<file path="src/rtl/lv_owt_pkg.sv">
// Shared definitions for the one-wire register access path: FSM states,
// frame command encoding and default timing/retry limits.
package lv_owt_pkg;

  typedef enum logic [2:0] {
    ST_IDLE,
    ST_TX,
    ST_WAIT,
    ST_ACK,
    ST_HOLD
  } owt_state_e;

  localparam logic OWT_CMD_WR = 1'b1;
  localparam logic OWT_CMD_RD = 1'b0;

  localparam int unsigned OWT_TMO_CYC_DEF   = 1023;
  localparam int unsigned OWT_RETRY_NUM_DEF = 2;

endpackage

</file>
<file path="src/rtl/lv_owt_tmo_cnt.sv">
// Response timeout counter: counts while enabled, saturates at TMO_CYC-1 and
// flags timeout while enabled at that value.
module lv_owt_tmo_cnt
  import lv_owt_pkg::*;
#(
  parameter int unsigned TMO_CYC = OWT_TMO_CYC_DEF
) (
  input  logic i_clk,
  input  logic i_rst_n,
  input  logic clear,
  input  logic enable,
  output logic timeout
);

  localparam int unsigned CW = $clog2(TMO_CYC + 1);
  localparam logic [CW-1:0] LAST = CW'(TMO_CYC - 1);

  logic [CW-1:0] cnt;

  always_ff @(posedge i_clk or negedge i_rst_n) begin
    if (!i_rst_n) begin
      cnt <= '0;
    end else if (clear) begin
      cnt <= '0;
    end else if (enable && (cnt != LAST)) begin
      cnt <= cnt + CW'(1);
    end
  end

  assign timeout = enable && (cnt == LAST);

endmodule

</file>
<file path="src/rtl/lv_owt_access_rsp.sv">
// SPI-side register access to one-wire frame requester with response check,
// timeout and optional retry (enabled by defining LV_OWT_RETRY_EN).
module lv_owt_access_rsp
  import lv_owt_pkg::*;
#(
  parameter int unsigned REG_AW    = 7,
  parameter int unsigned REG_DW    = 8,
  parameter int unsigned TMO_CYC   = OWT_TMO_CYC_DEF,
  parameter int unsigned RETRY_NUM = OWT_RETRY_NUM_DEF
) (
  input  logic              i_clk,
  input  logic              i_rst_n,
  input  logic              i_spi_owt_wr_req,
  input  logic              i_spi_owt_rd_req,
  input  logic [REG_AW-1:0] i_spi_owt_addr,
  input  logic [REG_DW-1:0] i_spi_owt_data,
  output logic              o_owt_spi_wack,
  output logic              o_owt_spi_rack,
  output logic [REG_DW-1:0] o_owt_spi_rdata,
  output logic              o_owt_spi_err,
  output logic              o_owt_tx_req,
  output logic              o_owt_tx_cmd,
  output logic [REG_AW-1:0] o_owt_tx_addr,
  output logic [REG_DW-1:0] o_owt_tx_data,
  input  logic              i_owt_tx_ack,
  input  logic              i_owt_rx_vld,
  input  logic              i_owt_rx_cmd,
  input  logic [REG_AW-1:0] i_owt_rx_addr,
  input  logic [REG_DW-1:0] i_owt_rx_data,
  input  logic              i_owt_rx_crc_err
);

  owt_state_e        state, state_nxt;
  logic              cmd_q;
  logic [REG_AW-1:0] addr_q;
  logic [REG_DW-1:0] data_q;
  logic [REG_DW-1:0] rdata_q;
  logic              err_q, err_nxt;
  logic              timeout;
  logic              rx_match;
  logic              rsp_ok;
  logic              rsp_fail;
  logic              retry;

  assign rx_match = (i_owt_rx_cmd == cmd_q) && (i_owt_rx_addr == addr_q) && !i_owt_rx_crc_err;
  // A response strobe always decides the outcome, even in the timeout cycle.
  assign rsp_ok   = (state == ST_WAIT) && i_owt_rx_vld && rx_match;
  assign rsp_fail = (state == ST_WAIT) && (i_owt_rx_vld ? !rx_match : timeout);

  lv_owt_tmo_cnt #(
    .TMO_CYC(TMO_CYC)
  ) u_tmo_cnt (
    .i_clk  (i_clk),
    .i_rst_n(i_rst_n),
    .clear  ((state == ST_TX) && i_owt_tx_ack),
    .enable (state == ST_WAIT),
    .timeout(timeout)
  );

`ifdef LV_OWT_RETRY_EN
  localparam int unsigned RCW = (RETRY_NUM < 1) ? 1 : $clog2(RETRY_NUM + 1);
  localparam logic [RCW-1:0] RETRY_MAX = RCW'(RETRY_NUM);

  logic [RCW-1:0] retry_cnt;

  assign retry = rsp_fail && (retry_cnt < RETRY_MAX);

  always_ff @(posedge i_clk or negedge i_rst_n) begin
    if (!i_rst_n) begin
      retry_cnt <= '0;
    end else if ((state == ST_IDLE) && (state_nxt == ST_TX)) begin
      retry_cnt <= '0;
    end else if (retry) begin
      retry_cnt <= retry_cnt + RCW'(1);
    end
  end
`else
  assign retry = 1'b0;
`endif

  always_comb begin
    state_nxt = state;
    err_nxt   = err_q;
    unique case (state)
      ST_IDLE: if (i_spi_owt_wr_req || i_spi_owt_rd_req) state_nxt = ST_TX;
      ST_TX:   if (i_owt_tx_ack) state_nxt = ST_WAIT;
      ST_WAIT: begin
        if (rsp_ok) begin
          state_nxt = ST_ACK;
          err_nxt   = 1'b0;
        end else if (retry) begin
          state_nxt = ST_TX;
        end else if (rsp_fail) begin
          state_nxt = ST_ACK;
          err_nxt   = 1'b1;
        end
      end
      ST_ACK:  state_nxt = ST_HOLD;
      ST_HOLD: if (!i_spi_owt_wr_req && !i_spi_owt_rd_req) state_nxt = ST_IDLE;
      default: state_nxt = ST_IDLE;
    endcase
  end

  always_ff @(posedge i_clk or negedge i_rst_n) begin
    if (!i_rst_n) begin
      state   <= ST_IDLE;
      cmd_q   <= '0;
      addr_q  <= '0;
      data_q  <= '0;
      rdata_q <= '0;
      err_q   <= 1'b0;
    end else begin
      state <= state_nxt;
      err_q <= err_nxt;
      if ((state == ST_IDLE) && (i_spi_owt_wr_req || i_spi_owt_rd_req)) begin
        cmd_q  <= i_spi_owt_wr_req ? OWT_CMD_WR : OWT_CMD_RD;
        addr_q <= i_spi_owt_addr;
        data_q <= i_spi_owt_data;
      end
      if (rsp_ok && (cmd_q == OWT_CMD_RD)) rdata_q <= i_owt_rx_data;
    end
  end

  assign o_owt_tx_req    = (state == ST_TX);
  assign o_owt_tx_cmd    = cmd_q;
  assign o_owt_tx_addr   = addr_q;
  assign o_owt_tx_data   = data_q;
  assign o_owt_spi_wack  = (state == ST_ACK) && (cmd_q == OWT_CMD_WR);
  assign o_owt_spi_rack  = (state == ST_ACK) && (cmd_q == OWT_CMD_RD);
  assign o_owt_spi_err   = (state == ST_ACK) && err_q;
  assign o_owt_spi_rdata = rdata_q;

endmodule
</file>
<file path="config.mk">
export PLATFORM = sky130hd
export DESIGN_NAME = lv_owt_access_rsp
export DESIGN_NICKNAME = d
export VERILOG_FILES = /design/src/rtl/lv_owt_pkg.sv /design/src/rtl/lv_owt_tmo_cnt.sv /design/src/rtl/lv_owt_access_rsp.sv
export SDC_FILE = /design/constraint.sdc
export NUM_CORES = 1
export LEC_CHECK = 0
export CORE_ASPECT_RATIO = 1.25
export CORE_MARGIN = 8
export CORE_UTILIZATION = 50
export CTS_BUF_LIST = sky130_fd_sc_hd__clkbuf_4
export DETAILED_ROUTE_END_ITERATION = 8
export DONT_BUFFER_PORTS = 1
export PLACE_DENSITY = 0.8
export SYNTH_ARGS = -nofsm -noshare
export SYNTH_HDL_FRONTEND = slang
export SYNTH_SLANG_ARGS = --single-unit
</file>
<file path="constraint.sdc">
create_clock -name i_clk -period 1.64 [get_ports i_clk]
set_input_delay 0.164 -clock i_clk [delete_from_list [all_inputs] [get_ports i_clk]]
set_output_delay 0.164 -clock i_clk [all_outputs]
set_load 0.005 [all_outputs]
</file>
### Word level (Yosys, flattened, before mapping)

Cells that the tools add are included.
W data, S select, Z words.

* multiplexer cells: 12
* bitwise operators: 1
* equal/unequal tests: 12
* reduce and logical (&&, ||, !) cells: 24
* $add $sub $neg: 1

Operators by type and width (count)
* $mux W10: 2
* $mux W3: 5
* $pmux W3 S5: 1
* $logic_and A1 B1 Y1: 14
* $add A10 B1 Y10 const B: 1
* $eq A10 B10 Y1 const B: 1
* $ne A10 B10 Y1 const B: 1
* $eq A7 B7 Y1: 1
* $eq A3 B2 Y1 const B: 2
* $logic_not A1 Y1: 4
* $mux W1: 4
* $ne A2 B2 Y1 const B: 2
* $reduce_and A4 Y1: 1
* $reduce_bool A2 Y1: 2
* $eq A3 B1 Y1 const B: 1
* $eq A3 B3 Y1 const B: 1
* $logic_not A3 Y1: 1
* $ne A3 B3 Y1 const B: 1
* $ne A2 B1 Y1 const B: 1
* $reduce_and A2 Y1: 1
* $eq A1 B1 Y1: 1
* $logic_or A1 B1 Y1: 1
* $not A1 Y1: 1

* output and inout port bits: 28
* flip-flop bits (word level): 38
* logic and storage cells: 57
* bits of input ports: 38

### Longest topological paths before layout

Gate-level depths: netlist of the first run.

* depth after elaboration: 9
* mapped depth: 7
* gate-level depth less buffers: 6

### Hierarchy

Synthesis of the first run repeated with hierarchy kept, for this count alone.

* cell total of the unflattened synthesis: 158
* area, all modules: 1855.5 um2

Modules (own cells, without submodules)
* lv_owt_access_rsp: area each 1286.2 um2, cells each 100, times used 1, sequential area each 700.7 um2
* lv_owt_tmo_cnt: area each 569.3 um2, cells each 58, times used 1, sequential area each 250.2 um2

### Worst setup path after synthesis of the first run

OpenSTA, ideal clock, no wires.

* kind: register to register
* start: reg state[0]
* end: reg rdata_q[0], in the netlist o_owt_spi_rdata[0]
* setup slack: -175 ps
* period minus slack after synthesis: 1815 ps
* buffers on the path: 1
* data arrival time: 1691 ps
* stages on the path, launching flop included: 6
* cells stage by stage: dfrtp_1 -> clkbuf_2 -> nor3b_2 -> nand4_2 -> nor4_4 -> mux2_2

* longest elaborated chain between the ends: 4

Ends and longest elaborated chain
* from (decl): line lv_owt_access_rsp.sv:33 `owt_state_e state, state_nxt;`
* from (signal assigned): line lv_owt_access_rsp.sv:113 `state <= state_nxt;`
* $eq A3 B2 Y1: line lv_owt_access_rsp.sv:47 `assign rsp_ok = (state == ST_WAIT) && i_owt_rx_vld && rx_match;`
* $logic_and A1 B1 Y1 (2 in a row): line lv_owt_access_rsp.sv:47
* $logic_and A1 B1 Y1: line lv_owt_access_rsp.sv:120 `if (rsp_ok && (cmd_q == OWT_CMD_RD)) rdata_q <= i_owt_rx_data;`
* to (signal assigned): line lv_owt_access_rsp.sv:120
* to (decl): line lv_owt_access_rsp.sv:37 `logic [REG_DW-1:0] rdata_q;`

Every way passes these cells.
A chain may end at the register's enable or synchronous reset.

### Worst setup path in the final report of the first run

* start: reg state[2]
* end: reg rdata_q[5], in the netlist o_owt_spi_rdata[5]

The elaborated chain is that of the path after synthesis.

==> summary.md, run 1 <==
| Metric | Value |
|---|---|
| Final setup viols | `16` |
| Hold crit path type | `input port to register` |
| Antenna Nets Post-Route | `0` |
| Post-synthesis sequential area ratio | `0.5390` |
| Worst Path Class, Setup | `register to register` |
| IO Pins | `66` |
| Die Wd | `69.13 µm` |
| Avg Vias per Cell | `5.980` |
| Net Sw Frac | `0.3577` |
| First-pass DRT Iterations | `5` |
| Clock Latency Late Sink | `0.35 ns` |
| Total Power | `3.723 mW` |
| Synth-to-layout area growth | `42.34%` |
| Worst vdd ir | `1.084 mV` |
| Final Skew | `0.02181 ns` |
| Layout cell share with drive strength beyond 1 | `0.4049` |
| Critical Path RT | `1.89 ns` |
| CTS buffer count | `5` |
| Total Routing Usage GR | `0.1796` |
| Post-DP Area | `1969 µm²` |
| CTS Buffer Depth | `2` |
| Fin crit period | `1.796 ns` |
| Crit Reg-Reg Startpoint | `state[2]$_DFFE_PN0P_` |
| Avg Cell Area, Syn | `12.25 µm²` |
| Initial core utilization | `0.5154` |
| Fill cell instance count of the final layout | `211` |
| Gpl congestion | `0.8541` |
| RSZ-0062 raised after global routing | `yes` |
| Post-synth cell types | `34` |
| I/O Buffers | `0` |
| Vias in the first global route | `1,590` |
| Worst reg2reg path endpoint | `o_owt_spi_rdata[5]$_DFFE_PN0P_` |
| Max Cap Viol | `0` |
| Largest net degree at the start of global routing | `39` |
| Most frequent cells in the layout | `dfrtp_1, buf_4, dlygate4sd3_1` |
| Core Region | `3423 µm²` |
| Critical Path Fanout Max | `8` |
| Max Fclk | `556.8 MHz` |
| Pwr Density | `1482 nW/µm²` |
| Mapped Nets | `184` |
| CTS tree | `done` |
| Arr. time, crit path | `2.04 ns` |
| Final net count | `245` |
| Outcome | `finished with violations` |
| First-pass GRT wire length | `8100 µm` |
| Clock Power Share | `0.129` |
| Logic pwr share | `0.473` |
| Register-to-Register Path Depth | `5` |
| Hold path endpoint | `o_owt_tx_cmd$_DFFE_PN0P_` |
| P_int | `2.391 mW` |
| Dominant synthesized flop cell | `dfrtp_1` |
| Root buf cell | `clkbuf_4` |
| Clk sink count | `38` |
| PnR worst setup slack | `-0.1560 ns` |
| Async set-reset flop share out of synthesis | `1.000` |
| Worst Setup End Kind | `register` |
| Total gr overflow | `0` |
| Placement Setup Slack | `-0.09456 ns` |
| H-tree depth | `2` |
| Worst Hold Depth | `2` |
| Diodes inserted | `0` |
| Total number of vias | `1,459` |
| Period utilization | `1.095` |
| Sw Pwr | `1.332 mW` |
| Pleak | `1.124 nW` |
| Share of power burned in registers | `0.398` |
| Syn Std Cell Area | `1764 µm²` |
| Per-cell routed wire length | `23.31 µm` |
| Normalized max-slew margin | `0.7916` |
| Commonest non-fill, non-tap cell in the layout | `dfrtp_1` |
| Tightest Pin Transition | `0.3114 ns` |
| Clock Pin Slew Worst Setup and Hold Paths | `0.12 ns` |
| Die footprint | `5697 µm²` |
| Initial antenna violation count | `0` |
| Failing checks | `setup timing` |
| Core Rows | `24` |
| Final Max Slew Viols | `0` |
| Routed Wire Length | `5688 µm` |
| Final routed DRC violation total | `0` |
| Seq cells post-synth | `38` |
| Finished Cell Area | `2511 µm²` |
| Hpwl dp | `3335 µm` |
| Hold Crit Start | `i_spi_owt_rd_req` |
| Register-to-register setup slack | `-0.16 ns` |
| Chip height | `82.41 µm` |
| Mapped Cells | `144` |
| DRT iter0 DRCs | `88` |
| Synth Warn # | `0` |
| Setup crit start kind | `register` |
| Post-synth EDFFs | `0` |
| Final Hold Vio Count | `0` |
[worst max-delay path, cell delays in order (launching register included)]
cell and delay (ns):
dfrtp_2 0.46, nor3b_4 0.24, nand4_2 0.17, nor4_4 0.29
buf_6 0.20, mux2_4 0.33
[per-layer routing]
metal  vias up  routed length, µm  GRT usage
met5         -                  0          0
met4         0                202    0.08830
met3        18                563    0.07049
met2        94               3004     0.3269
met1       703               1917     0.1776
li1        644                  -          -
[how the worst max path moves through the flow]
stage	startpoint	endpoint	slack, ns
after detailed placement	u_tmo_cnt.cnt[3]$_DFFE_PN0P_	u_tmo_cnt.cnt[7]$_DFFE_PN0P_	-0.09
after floorplan	o_owt_tx_cmd$_DFFE_PN0P_	o_owt_spi_rdata[0]$_DFFE_PN0P_	-0.08
after global placement	o_owt_tx_cmd$_DFFE_PN0P_	o_owt_spi_rdata[5]$_DFFE_PN0P_	-0.02
final	state[2]$_DFFE_PN0P_	o_owt_spi_rdata[5]$_DFFE_PN0P_	-0.16
after global routing	state[0]$_DFFE_PN0P_	o_owt_spi_rdata[5]$_DFFE_PN0P_	-0.22
after CTS	state[2]$_DFFE_PN0P_	o_owt_spi_rdata[6]$_DFFE_PN0P_	-0.04
[kinds of logic after synthesis]
kind of cell | share of synthesized area
simple gates | 0.1489
mux | 0.1638
buf+inv | 0.01915
fa+ha+maj | 0.01418
xor+xnor | 0.03972
flops | 0.5390
compound gates | 0.07518
[flip-flops by register name, summed over array words and instances (netlist names)]
name,cells
o_owt_tx_addr,7
state,3
u_tmo_cnt.cnt,10
o_owt_tx_cmd,1
err_q,1
o_owt_tx_data,8
o_owt_spi_rdata,8
[stage by stage]
step / TNS, ns / hold slack [ns] / std cells / utilization
after detailed placement: -1.148 / -0.1296 / 201 / 0.5753
final: -1.302 / 0.009194 / 244 / 0.7336
after global routing: -3.093 / 0.02032 / 244 / 0.7336
after floorplan: -0.6198 / -0.1316 / 144 / -
after CTS: -0.2707 / -0.04370 / 240 / 0.6941
after global placement: -0.1406 / -0.1295 / 201 / 0.5753
[cells in the mapped netlist (2+ instances only)]
library cell  count  area [µm²]
and2_1            2       12.51
dfrtp_1          38       950.9
a21oi_1           2       10.01
nand3b_1          2       15.01
nor3_1            8       40.04
xnor2_1           8       70.07
clkbuf_1          2       7.510
nand4_1           2       12.51
o31ai_1           5       37.54
o211ai_1          3       22.52
mux2_2           23       259.0
o21ai_0           4       20.02
nand2_1           8       30.03
nor2b_1           3       18.77
nand3_1           9       45.04
buf_2             2       10.01
inv_1             3       11.26
mux2i_1           3       30.03
ha_1              2       25.02
[cell type report]
| class | count | area, µm² | share of cell area |
|---|---|---|---|
| Sequential cell | 38 | 953.4 | 0.3797 |
| Multi-Input combinational cell | 98 | 908.4 | 0.3617 |
| Timing Repair Buffer | 59 | 536.8 | 0.2138 |
| Tap cell | 39 | 48.80 | 0.01943 |
| Clock buffer | 6 | 45.04 | 0.01794 |
| Inverter | 3 | 11.26 | 0.004484 |
| Clock inverter | 1 | 7.507 | 0.002990 |
[power by group through the flow]
| stage | sequential (mW) | clock [mW] | combinational (mW) |
|---|---|---|---|
| 2_1_floorplan | 1.46 | 0 | 0.778 |
| 3_3_place_gp | 1.44 | 0 | 1.28 |
| 3_5_place_dp | 1.46 | 0 | 1.34 |
| 4_1_cts | 1.44 | 0.483 | 1.57 |
| 5_1_grt | 1.52 | 0.534 | 1.89 |
| 6_report | 1.48 | 0.480 | 1.76 |
[timing repair]
action | in CTS | in global routing
hold buffers | 25 | 1
gates cloned | 1 | 0
endpoints found under the setup margin | 31 | 35
hold endpoints to repair | 62 | 1
resized for setup | 11 | 22
pin swaps | 5 | 6
setup buffers | 6 | 4
No activity file was read; power rests on OpenSTA's default activity.
==> inputs of run 2 (changes only) <==
--- a/config.mk
+++ b/config.mk
@@ -5,13 +5,15 @@
 export SDC_FILE = /design/constraint.sdc
 export NUM_CORES = 1
 export LEC_CHECK = 0
+export CELL_PAD_IN_SITES_DETAIL_PLACEMENT = 1
+export CELL_PAD_IN_SITES_GLOBAL_PLACEMENT = 1
 export CORE_ASPECT_RATIO = 1.25
 export CORE_MARGIN = 8
-export CORE_UTILIZATION = 50
+export CORE_UTILIZATION = 45
 export CTS_BUF_LIST = sky130_fd_sc_hd__clkbuf_4
 export DETAILED_ROUTE_END_ITERATION = 8
 export DONT_BUFFER_PORTS = 1
-export PLACE_DENSITY = 0.8
+export PLACE_DENSITY = 0.89
 export SYNTH_ARGS = -nofsm -noshare
 export SYNTH_HDL_FRONTEND = slang
 export SYNTH_SLANG_ARGS = --single-unit
==> run 2 against run 1 <==
Against the previous run:
- the run ends with hold timing, setup timing left
- critical path type unchanged
- fmax down 1.8%
- clock power up 17%
- non-clock buffer count increased by 5
- die area grew 8.7%
- hold slack got worse by 0.070 ns
- count of clock-buffer cells in the layout decreased by 1
- design area increased by 6.7%
==> summary.md, run 2 (synthesized netlist as in run 1, its figures left out) <==
| Metric | Value |
|---|---|
| Outcome | `finished with violations` |
| Failing checks | `hold timing, setup timing` |
| Crit-path cells | `xnor2_2, nand4_1, nor4_4, buf_6, mux2_2` |
| Register-to-Register Path Depth | `5 (unchanged)` |
| Total Power | `4.422 mW (+19%)` |
| I/O Buffers | `0 (unchanged)` |
| PnR worst setup slack | `-0.1888 ns (-0.03284 ns)` |
| Antenna Nets Post-Route | `0 (unchanged)` |
| Worst vdd ir | `1.192 mV (+10%)` |
| Per-cell routed wire length | `31.57 µm (+35%)` |
| Routing usage on met3 | `0.07818 (+0.007690)` |
| Final Hold Vio Count | `1 (+1)` |
| Register-to-register setup slack | `-0.19 ns (-0.03 ns)` |
| Grt met2 use | `0.3862 (+0.05934)` |
| Largest net degree at the start of global routing | `39 (unchanged)` |
| Pleak | `1.223 nW (+8.9%)` |
| Share of power burned in registers | `0.345 (-0.053)` |
| Commonest non-fill, non-tap cell in the layout | `dfrtp_1` |
| Busiest layer in global routing | `met2` |
| Setup crit start kind | `register` |
| Placement Setup Slack | `-0.1880 ns (-0.09342 ns)` |
| CTS buffer count | `5 (unchanged)` |
| Total number of vias | `1,608 (+10%)` |
| Final net count | `250 (+2.0%)` |
| Worst Path Class, Setup | `register to register` |
| Met1 Track Usage GR | `0.2445 (+0.06691)` |
| Final setup viols | `22 (+6)` |
| Final Skew | `0.02866 ns (+0.006843 ns)` |
| Routed Wire Length | `8366 µm (+47%)` |
| Hold Slack | `-0.06110 ns (-0.07029 ns)` |
| Layout cell share with drive strength beyond 1 | `0.4550 (+0.05010)` |
| Worst Setup End Kind | `register` |
| Pwr Density | `1651 nW/µm² (+11%)` |
| Synth-to-layout area growth | `51.84%` |
| Chip height | `86.01 µm (+4.4%)` |
| CP max stage cell | `dfrtp_1` |
| Arr. time, crit path | `2.11 ns (+0.07 ns)` |
| Clock Power Share | `0.127 (-0.002)` |
| Final routed DRC violation total | `0 (unchanged)` |
| CP max stage delay | `0.45 ns (about the same)` |
| Logic pwr share | `0.528 (+0.055)` |
| Die footprint | `6193 µm² (+8.7%)` |
| Max reg flops | `10 (unchanged)` |
| Period utilization | `1.115 (+0.02002)` |
| Sw Pwr | `1.770 mW (+33%)` |
| Most frequent cells in the layout | `dfrtp_1, buf_4, dlygate4sd3_1` |
| Clock Latency Late Sink | `0.39 ns (+0.04 ns)` |
| IO Pins | `66 (unchanged)` |
| Avg Vias per Cell | `6.068 (+1.5%)` |
| First-pass GRT wire length | `10,360 µm (+28%)` |
| Max Fclk | `546.8 MHz (-1.8%)` |
| Initial antenna violation count | `0 (unchanged)` |
| CP top delay family | `simple AND/OR/NAND/NOR gates` |
| RSZ-0062 raised after global routing | `yes` |
| Non-Filler Instances | `265 (+8.6%)` |
| Clock Pin Slew Worst Setup and Hold Paths | `0.15 ns (+0.03 ns)` |
| CTS Buffer Depth | `2 (unchanged)` |
| Hold path endpoint | `o_owt_spi_rdata[2]$_DFFE_PN0P_` |
| Top reg by flops | `u_tmo_cnt.cnt` |
| # placed instances | `213 (+6.0%)` |
| Diodes inserted | `0 (unchanged)` |
| H-tree depth | `2 (unchanged)` |
| Vias in the first global route | `1,683 (+5.8%)` |
| Clk sink count | `38 (unchanged)` |
| Root buf cell | `clkbuf_4` |
| Critical Path Fanout Max | `8 (unchanged)` |
| Normalized max-slew margin | `0.7993 (+0.007689)` |
| Tightest Pin Transition | `0.2988 ns (-0.01263 ns)` |
| Hpwl dp | `3844 µm (+15%)` |
| Final Max Slew Viols | `0 (unchanged)` |
| CTS tree | `done` |
| Max Cap Viol | `0 (unchanged)` |
| Initial core utilization | `0.4661 (-0.04924)` |
| Critical Path RT | `1.92 ns (+0.03 ns)` |
| First-pass DRT Iterations | `4 (-1)` |
| Gpl congestion | `0.8307 (-2.7%)` |
| Total gr overflow | `0 (unchanged)` |
| Net Sw Frac | `0.4003 (+0.04263)` |
| Worst Hold Depth | `1 (-1)` |
| Buf+Inv Stages, Crit Path | `1 (unchanged)` |
| Fin crit period | `1.829 ns (+0.03284 ns)` |
| Core Rows | `25 (+4.2%)` |
| DRT iter0 DRCs | `160 (+82%)` |
| Crit Reg-Reg Startpoint | `o_owt_tx_addr[6]$_DFFE_PN0P_` |
| Total Routing Usage GR | `0.2281 (+0.04847)` |
| Hold crit path type | `input port to register` |
| Hold Crit Start | `i_owt_rx_data[2]` |
| Core Region | `3785 µm² (+11%)` |
| Die Wd | `72.01 µm (+4.2%)` |
| Worst reg2reg path endpoint | `o_owt_spi_rdata[3]$_DFFE_PN0P_` |
| P_int | `2.652 mW (+11%)` |
run 2: cell count changes in the layout (fill, tap and decap cells not counted), moves of 2 or more:
cell / previous run / this run
buf_6: 5 / 7
o21ai_0: 4 / 2
nor3_1: 5 / 3
mux2_4: 9 / 17
and2_4: 0 / 2
and2_1: 2 / 0
buf_4: 28 / 30
mux2_2: 14 / 6
nand3_1: 9 / 7
run 2: power by group through the flow:
stage	Clock (mW)	Combinational [mW]	Sequential, mW
2_1_floorplan	0	0.778	1.46
3_3_place_gp	0	1.27	1.42
3_5_place_dp	0	1.36	1.45
4_1_cts	0.492	1.51	1.44
5_1_grt	0.601	2.42	1.54
6_report	0.562	2.34	1.52
run 2: how the worst max path moves through the flow:
stage,from,endpoint,depth (start not counted)
2_1_floorplan,o_owt_tx_cmd$_DFFE_PN0P_,o_owt_spi_rdata[0]$_DFFE_PN0P_,4
3_3_place_gp,o_owt_tx_cmd$_DFFE_PN0P_,o_owt_spi_rdata[1]$_DFFE_PN0P_,5
3_5_place_dp,o_owt_tx_addr[6]$_DFFE_PN0P_,o_owt_spi_rdata[6]$_DFFE_PN0P_,5
4_1_cts,o_owt_tx_addr[6]$_DFFE_PN0P_,o_owt_spi_rdata[2]$_DFFE_PN0P_,5
5_1_grt,o_owt_tx_addr[6]$_DFFE_PN0P_,o_owt_spi_rdata[3]$_DFFE_PN0P_,5
6_report,o_owt_tx_addr[6]$_DFFE_PN0P_,o_owt_spi_rdata[3]$_DFFE_PN0P_,5
run 2: layer usage:
| layer | share of wire | vias up | wire, µm |
|---|---|---|---|
| li1 | - | 654 | - |
| met5 | 0 | - | 0 |
| met4 | 0.029 | 0 | 245 |
| met2 | 0.53 | 85 | 4432 |
| met3 | 0.080 | 19 | 667 |
| met1 | 0.36 | 850 | 3021 |
run 2: metrics by stage:
step	setup TNS (ns)	utilization	hold slack, ns	area (µm²)
after floorplan	-0.6198	-	-0.1316	1774
after global placement	0	0.5193	-0.1304	1966
after detailed placement	-1.385	0.5193	-0.1305	1966
after CTS	-0.3944	0.6208	-0.03774	2350
after global routing	-3.076	0.7078	-0.08761	2679
final	-1.592	0.7078	-0.06110	2679
run 2: cell type report:
type,count,area [µm²]
Sequential cell,38,952.2
Multi-Input combinational cell,98,1001
Fill cell,348,1106
Clock buffer,5,37.54
Timing Repair Buffer,64,589.3
Clock inverter,3,20.02
Inverter,3,11.26
Tap cell,54,67.56
run 2: what timing repair did:
item,in CTS,in global routing
gates resized for setup,8,53
buffers inserted,3,13
setup endpoints to repair,9,33
cloned,0,2
hold buffers,25,1
hold endpoints to repair,62,2
pin swaps,5,9
